**config.mk**
```make
export PLATFORM = sky130hd
export DESIGN_NAME = ram_access_arbiter
export DESIGN_NICKNAME = d
export VERILOG_FILES = /design/src/rtl/ram_access_arbiter.sv
export SDC_FILE = /design/constraint.sdc
export NUM_CORES = 1
export LEC_CHECK = 0
export CORE_ASPECT_RATIO = 1.4
export CORE_UTILIZATION = 24
export CTS_BUF_LIST = sky130_fd_sc_hd__clkbuf_4
export DETAILED_ROUTE_END_ITERATION = 10
export PLACE_DENSITY_LB_ADDON = 0.3
export SLEW_MARGIN = 10
export SYNTH_ARGS = -nofsm -noshare
export SYNTH_HDL_FRONTEND = slang
export SYNTH_SLANG_ARGS = --single-unit
```
**constraint.sdc**
```tcl
create_clock -name clk -period 2 [get_ports clk]
set_clock_uncertainty 0.2 [all_clocks]
set_input_delay 0.4 -clock clk [delete_from_list [all_inputs] [get_ports clk]]
set_output_delay 0.4 -clock clk [all_outputs]
set_load 0.02 [all_outputs]
```
**src/rtl/ram_access_arbiter.sv**
```systemverilog
// Two-port arbiter in front of a single-port synchronous RAM: round-robin with burst lock,
// one access per cycle, read data returned one cycle after grant with a per-port valid.
module ram_access_arbiter #(
  parameter int width      = 8,
  parameter int depth_bits = 2
) (
  input  logic                  clk,
  input  logic                  reset,
  input  logic                  a_req,
  input  logic                  a_lock,
  input  logic                  a_we,
  input  logic [depth_bits-1:0] a_addr,
  input  logic [width-1:0]      a_wdata,
  output logic                  a_gnt,
  output logic                  a_rvalid,
  output logic [width-1:0]      a_rdata,
  input  logic                  b_req,
  input  logic                  b_lock,
  input  logic                  b_we,
  input  logic [depth_bits-1:0] b_addr,
  input  logic [width-1:0]      b_wdata,
  output logic                  b_gnt,
  output logic                  b_rvalid,
  output logic [width-1:0]      b_rdata,
  output logic                  ram_write_en,
  output logic [depth_bits-1:0] ram_write_address,
  output logic [width-1:0]      ram_write_data_in,
  output logic                  ram_read_en,
  output logic [depth_bits-1:0] ram_read_address,
  input  logic [width-1:0]      ram_read_data_out
);

  typedef enum logic [1:0] {FREE, OWN_A, OWN_B} owner_t;
  typedef enum logic [1:0] {TAG_NONE, TAG_A, TAG_B} tag_t;

  typedef struct packed {
    logic                  req;
    logic                  lock;
    logic                  we;
    logic [depth_bits-1:0] addr;
    logic [width-1:0]      wdata;
  } port_req_t;

  owner_t    owner_q, owner_d;
  logic      prio_q, prio_d;
  tag_t      rd_tag_q, rd_tag_d;
  logic      gnt_a, gnt_b;
  port_req_t pa, pb, sel;

  assign pa = '{req: a_req, lock: a_lock, we: a_we, addr: a_addr, wdata: a_wdata};
  assign pb = '{req: b_req, lock: b_lock, we: b_we, addr: b_addr, wdata: b_wdata};

  // An owner that stops requesting behaves as if the RAM were free.
  always_comb begin
    gnt_a = 1'b0;
    gnt_b = 1'b0;
    if (!reset) begin
      if (owner_q == OWN_A && pa.req)      gnt_a = 1'b1;
      else if (owner_q == OWN_B && pb.req) gnt_b = 1'b1;
      else if (pa.req && pb.req) begin
        gnt_a = !prio_q;
        gnt_b = prio_q;
      end
      else if (pa.req)                     gnt_a = 1'b1;
      else if (pb.req)                     gnt_b = 1'b1;
    end
  end

  assign a_gnt = gnt_a;
  assign b_gnt = gnt_b;

  // Pins follow A whenever B is not the granted port.
  assign sel               = gnt_b ? pb : pa;
  assign ram_write_address = sel.addr;
  assign ram_read_address  = sel.addr;
  assign ram_write_data_in = sel.wdata;
  assign ram_write_en      = (gnt_a || gnt_b) && sel.we;
  assign ram_read_en       = (gnt_a || gnt_b) && !sel.we;

  always_comb begin
    owner_d  = FREE;
    prio_d   = prio_q;
    rd_tag_d = TAG_NONE;
    if (gnt_a) begin
      if (pa.lock) owner_d = OWN_A;
      else         prio_d  = 1'b1;
      if (!pa.we)  rd_tag_d = TAG_A;
    end
    else if (gnt_b) begin
      if (pb.lock) owner_d = OWN_B;
      else         prio_d  = 1'b0;
      if (!pb.we)  rd_tag_d = TAG_B;
    end
  end

  always_ff @(posedge clk or posedge reset) begin
    if (reset) begin
      owner_q  <= FREE;
      prio_q   <= 1'b0;
      rd_tag_q <= TAG_NONE;
    end
    else begin
      owner_q  <= owner_d;
      prio_q   <= prio_d;
      rd_tag_q <= rd_tag_d;
    end
  end

  assign a_rvalid = (rd_tag_q == TAG_A);
  assign b_rvalid = (rd_tag_q == TAG_B);
  assign a_rdata  = ram_read_data_out;
  assign b_rdata  = ram_read_data_out;

endmodule

```
==> flow_summary_export.csv, run 1 <==
group,metric,value,unit
global_route,globalRoute.totalOverflow,0,
pwr,power_per_cell_area,485,mW/mm^2
routing,detail_route.wl_per_cell,12.6,um
cts,cts.sink_count,5,
sta,worst_hold_slack,60.9,ps
cts,cts_hold_buffers,0,
global_route,grt_first_pass_wirelength,2150,um
layout,layout-area-overhead-vs-synth,93.4,%
worst_setup_path,r2r-end,"rd_tag_q[0]",
logic_synthesis,mappedNetlistNets,93,
cts,worst_setup_hold_path_clk_slew,40,ps
cts,max-clock-path-buffers,2,
worst_setup_path,ff2ff_path_depth,5,
placement,placedInstanceArea,953,um^2
placement,final_replace_weighted_congestion,0.682,
logic_synthesis,synth.yosys.seq_area_share,0.221,
global_route,maximum_number_of_pins_on_one_net_before_global_route_repair,7,
sta,maxSlewViolCount,0,
die,initial_cell_density_of_the_core,0.257,
sta,timing.final.crit_share,1.17,
logic_synthesis,synth.cell_area,566,um^2
layout,diodes,0,
job,max-cap-violations,0,
routing,drt_first_pass_iters,1,
routing,route.antenna.remaining_nets,0,
routing,drt_drc,0,
cts,cts_buffers,3,
logic_synthesis,post_synthesis_cell_count,57,
routing,drt-vias-per-instance,4.38,
die,floorplan_die_area,0.00256,mm^2
worst_setup_path,data_required_time_of_the_worst_path,1400,ps
worst_setup_path,rr_startpoint,"owner_q[1]",
sta,tightest_slew,291,ps
logic_synthesis,syn-mean-instance-area,9.92,um^2
worst_setup_path,critPathTopFamily,"flip-flops",
placement,place_hpwl,1180,um
global_route,grt_pass1_vias,500,
cts,ctsRootBufferMaster,"sky130_fd_sc_hd__clkbuf_4",
layout,final_net_count,134,
status,run_status,"complete, but fails checks",
routing,via_count,521,
status,violations,"negative setup slack",
worst_setup_path,cell_with_the_largest_stage_delay_on_the_worst_path,"sky130_fd_sc_hd__dfrtp_2",
die,core.rowCount,20,
pwr,max-vdd-ir-drop,0.177,mV
cts,cts_tree,"done",
sta,final.min_clock_period,2340,ps
worst_setup_path,r2r_slack,480,ps
sta,fmax,428,MHz
die,io_pins,70,
worst_setup_path,critical_path.n_buffers_inverters,2,
logic_synthesis,ys_warn_count,0,
worst_setup_path,critical_setup_path_kind,"flip-flop to output pin",
placement,place.port_buffers,45,
worst_setup_path,timing.critical_path.cells,"nand2_2, a311oi_4, buf_6, mux2_4, buf_6",
routing,total_detailed_routing_wirelength,1510,um
worst_setup_path,crit_arrival,1740,ps
logic_synthesis,distinct_cells_synth,18,
sta,maxSlewHeadroom,0.806,
placement,numPlacedInstances,110,
cts,htreeDepth,1,
global_route,gr-usage-all-layers,0.112,
sta,setup_slack,-339,ps
die,die_width,43.0,um
worst_setup_path,crit_path_end_kind,"output pin",
worst_setup_path,timing.critical_path.fanout_max,6,
global_route,antenna_found_initial,0,
min_path,hold_path_class,"input port to async pin",
die,core_area,0.00220,mm^2
worst_setup_path,crit_path_frequent_cell,"sky130_fd_sc_hd__buf_6",
worst_setup_path,crit_path_start,"prio_q",
layout,final_design_area_no_fill,0.00109,mm^2
sta,final-setup-viol-count,15,
die,height_of_the_die,59.4,um
logic_synthesis,ys_ff_latch,5,
sta,report.final.hold_viol_count,0,
layout,stdcell_count,119,
layout,drive_above_1_share,0.546,
worst_setup_path,critical-path-max-stage-delay,420,ps
sta,rsz0062_at_grt,"true",
routing,drtIter0Drc,0,
worst_setup_path,cp-start-kind,"flip-flop",
pwr,power_leakage,0.000518,uW
cts,insertion_delay,240,ps
## cell usage in the layout (no fill, tap or decap), drive strengths merged
cell type and n:
a2bb2oi 1, nand2b 1, and3 1, clkdlybuf4s50 26, a22o 2, and2 4, dfrtp 5, o21bai 1
dlygate4sd2 3, a211oi 2, a311oi 1, inv 5, clkbuf 4, nand2 1, nor2b 3, buf 26
or2 1, mux2 10
## kinds of logic (layout without fill, tap and decap cells)
family	Yosys count	in the layout	synth area share
compound gates	7	7	0.137
buf+inv	24	64	0.292
flops	5	5	0.221
mux	10	10	0.226
simple gates	11	11	0.124
## final cells by class
| class | count | area (um^2) |
|---|---|---|
| tap | 22 | 27.5 |
| timing repair buffer | 55 | 537 |
| sequential | 5 | 128 |
| inverter | 5 | 18.8 |
| clock buffer | 4 | 30.0 |
| multi-input combinational | 28 | 353 |
| fill | 231 | 1110 |
## Yosys cell counts, drive strengths merged
| master | number | area (um^2) |
|---|---|---|
| and2 | 4 | 27.5 |
| or2 | 1 | 6.26 |
| inv | 5 | 18.8 |
| nor2b | 3 | 18.8 |
| mux2 | 10 | 128 |
| dfrtp | 5 | 125 |
| a211oi | 2 | 15.0 |
| and3 | 1 | 7.51 |
| nand2 | 1 | 3.75 |
| a22o | 2 | 20.0 |
| nand2b | 1 | 6.26 |
| o21bai | 1 | 7.51 |
| a2bb2oi | 1 | 8.76 |
| buf | 19 | 146 |
| a311oi | 1 | 26.3 |
## worst register-to-register path, stage by stage, from the launching register on
cell                       delay, ps
sky130_fd_sc_hd__dfrtp_2         440
sky130_fd_sc_hd__buf_4           150
sky130_fd_sc_hd__and3_4          170
sky130_fd_sc_hd__a211oi_4        220
sky130_fd_sc_hd__buf_4           170
sky130_fd_sc_hd__and2_1          110
## state kept, by name, indices dropped and copies added, names as in the netlist
register	flops
prio_q	1
owner_q	2
rd_tag_q	2
## per-layer routing
| layer | vias to the layer above | wire length [um] | GRT usage |
|---|---|---|---|
| li1 | 253 | - | - |
| met1 | 237 | 523 | 0.114 |
| met2 | 27 | 848 | 0.214 |
| met3 | 4 | 112 | 0.0183 |
| met4 | 0 | 21 | 0.0606 |
| met5 | - | 0 | 0 |
## through the flow
| step | total power [uW] | TNS, ps | util | worst slack, ps |
|---|---|---|---|---|
| floorplan | 287 | -744 | - | -222 |
| global placement | 354 | -13380 | 0.433 | -896 |
| detailed placement | 359 | -13600 | 0.433 | -908 |
| CTS | 538 | -4760 | 0.493 | -355 |
| global route | 560 | -5540 | 0.497 | -402 |
| finish | 531 | -4520 | 0.497 | -339 |
## power by group
group | switching [uW] | total, uW | leakage (uW) | internal, uW
Sequential | 11.2 | 122 | 0.0000634 | 110
Clock | 41.3 | 130 | 0.0000184 | 89.0
Combinational | 106 | 279 | 0.000437 | 173
## timing repair
action,CTS,global route
buffers inserted,4,1
pin swaps,5,0
gates resized for setup,111,0
endpoints found under the hold margin,0,0
setup endpoints to repair,16,16
## how the worst max path moves through the flow
stage / endpoint / slack (ps) / cells past startpoint
after detailed placement: ram_write_data_in[0] / -910 / 6
after CTS: ram_write_address[1] / -350 / 5
after floorplan: ram_write_address[0] / -220 / 5
after global placement: ram_write_data_in[0] / -900 / 6
final: ram_write_data_in[0] / -340 / 5
after global routing: ram_read_address[1] / -400 / 5
Note: power is estimated with default switching activity, not from simulation.
==> run 2, diff against run 1 <==
CORE_UTILIZATION = 28   (was 24)
SETUP_SLACK_MARGIN = 0.3   (was not set)
clock period = 2.92 ns   (was 2 ns; I/O delays follow)
==> flow_summary_export.csv, run 2 (same netlist as run 1, synthesis figures left out) <==
group,metric,value,unit
status,run_status,"finished clean",
die,core_area,0.00182,mm^2
worst_setup_path,critPathTopFamily,"buffers and inverters",
placement,place_worst_setup_slack,-316,ps
sta,fmax,391,MHz
worst_setup_path,r2r-end,"owner_q[0]",
cts,worst_setup_hold_path_clk_slew,50,ps
routing,detail_route.wl_per_cell,12.4,um
worst_setup_path,critical_path.n_buffers_inverters,3,
sta,finalSetupTns,0,ps
pwr,p_sw_frac,0.310,
pwr,power_per_cell_area,345,mW/mm^2
global_route,grt_first_pass_wirelength,2010,um
worst_setup_path,cp-start-kind,"input port",
cts,insertion_delay,250,ps
cts,cts_buffers,3,
placement,place_hpwl,1170,um
pwr,max-vdd-ir-drop,0.133,mV
cts,cts.sink_count,5,
worst_setup_path,critical-path-max-stage-delay,330,ps
cts,cts_tree,"done",
pwr,power_leakage,0.000452,uW
global_route,globalRoute.totalOverflow,0,
worst_setup_path,cell_with_the_largest_stage_delay_on_the_worst_path,"sky130_fd_sc_hd__mux2_2",
pwr,p_seq_frac,0.250,
placement,place.port_buffers,45,
layout,largestRegisters,"owner_q (2), rd_tag_q (2), prio_q (1)",
die,io_pins,70,
routing,drt_drc,0,
pwr,design_power_total,333,uW
sta,tightest_slew,274,ps
sta,rsz0062_at_grt,"false",
worst_setup_path,crit_arrival,1780,ps
sta,timing.final.crit_share,0.876,
global_route,maximum_number_of_pins_on_one_net_before_global_route_repair,8,
die,height_of_the_die,55.2,um
sta,setup_slack,361,ps
die,floorplan_die_area,0.00221,mm^2
die,die_width,40.0,um
min_path,hold_path_class,"input port to async pin",
cts,max-clock-path-buffers,2,
routing,drt_first_pass_iters,3,
worst_setup_path,timing.critical_path.cells,"dlygate4sd2_1, a311oi_4, buf_6, mux2_2, buf_2",
routing,via_count,538,
routing,drt-vias-per-instance,4.64,
sta,final.min_clock_period,2560,ps
worst_setup_path,ff2ff_path_depth,5,
global_route,grt_pass1_vias,516,
layout,drive_above_1_share,0.531,
layout,fill_cells,173,
layout,diodes,0,
global_route,antenna_found_initial,0,
pwr,comb_power_share,0.469,
sta,maxSlewHeadroom,0.816,
sta,report.final.hold_viol_count,0,
layout,stdcell_count,116,
placement,numPlacedInstances,110,
layout,final_net_count,133,
routing,total_detailed_routing_wirelength,1440,um
pwr,internal-power,230,uW
pwr,clkPwrFrac,0.281,
sta,maxSlewViolCount,0,
routing,drtIter0Drc,2,
global_route,gr-usage-all-layers,0.140,
die,core.rowCount,18,
die,initial_cell_density_of_the_core,0.310,
worst_setup_path,timing.critical_path.fanout_max,7,
job,max-cap-violations,0,
layout,final_common_cell,"sky130_fd_sc_hd__clkdlybuf4s50_1",
sta,final-setup-viol-count,0,
worst_setup_path,data_required_time_of_the_worst_path,2140,ps
cts,ctsRootBufferMaster,"sky130_fd_sc_hd__clkbuf_4",
sta,worst_hold_slack,53.1,ps
placement,final_replace_weighted_congestion,0.652,
worst_setup_path,r2r_slack,1330,ps
cts,htreeDepth,1,
worst_setup_path,critical_setup_path_kind,"input port to output pin",
pwr,switchingPower,103,uW
layout,layout-area-overhead-vs-synth,70.6,%
worst_setup_path,crit_path_end_kind,"output pin",
routing,route.antenna.remaining_nets,0,
layout,layout.cells.most_common_list,"26 x sky130_fd_sc_hd__clkdlybuf4s50_1, 10 x sky130_fd_sc_hd__buf_2, 9 x sky130_fd_sc_hd__buf_4",
worst_setup_path,rr_startpoint,"prio_q",
run 2: cell types whose count changed in the layout (fill, tap and decap cells not counted), sizes merged:
cell / previous run / this run
buf: 26 / 21
clkbuf: 4 / 5
clkdlybuf4s15: 0 / 4
dlygate4sd2: 3 / 2
run 2: final cells by class:
| cell class | count | area (um^2) | area share |
|---|---|---|---|
| clock buffers | 4 | 30.0 | 0.0311 |
| inverters | 5 | 18.8 | 0.0195 |
| multi-input cells | 28 | 298 | 0.309 |
| flip-flops and latches | 5 | 128 | 0.132 |
| well taps | 20 | 25.0 | 0.0259 |
| repair buffers | 54 | 465 | 0.482 |
run 2: how the worst max path moves through the flow:
stage          slack, ps  cells past startpoint                   end  startpoint
2_1_floorplan        330                      3           ram_read_en       b_req
3_3_place_gp        -280                      6  ram_write_address[1]       b_req
3_5_place_dp        -320                      6  ram_write_data_in[2]       b_req
4_1_cts              310                      6  ram_write_data_in[2]       b_req
5_1_grt              300                      5  ram_write_data_in[0]  owner_q[0]
6_report             360                      5  ram_write_data_in[3]       a_req
run 2: through the flow:
step,cell area [um^2],util
floorplan,566,-
global placement,947,0.519
detailed placement,947,0.519
CTS,926,0.508
global route,965,0.529
finish,965,0.529
run 2: repair_timing:
item	in CTS	in global routing
gates resized for setup	65	10
setup buffers	0	2
setup endpoints to repair	16	16
pin swaps	1	1
hold buffers	0	0
run 2: power by group through the flow:
stage / sequential [uW] / combinational [uW] / clock (uW)
2_1_floorplan: 79.3 / 110 / 0
3_3_place_gp: 80.5 / 158 / 0
3_5_place_dp: 81.0 / 161 / 0
4_1_cts: 80.0 / 147 / 95.9
5_1_grt: 83.7 / 168 / 102
6_report: 83.2 / 156 / 93.8
run 2: metal layers:
metal  wire, um  vias to the layer above  global-route usage  share of wire
met1        409                      241               0.114           0.28
met2        827                       39               0.242           0.57
met5          0                        -                   0              0
li1           -                      249                   -              -
met4         48                        0               0.115          0.033
met3        157                        9              0.0640           0.11
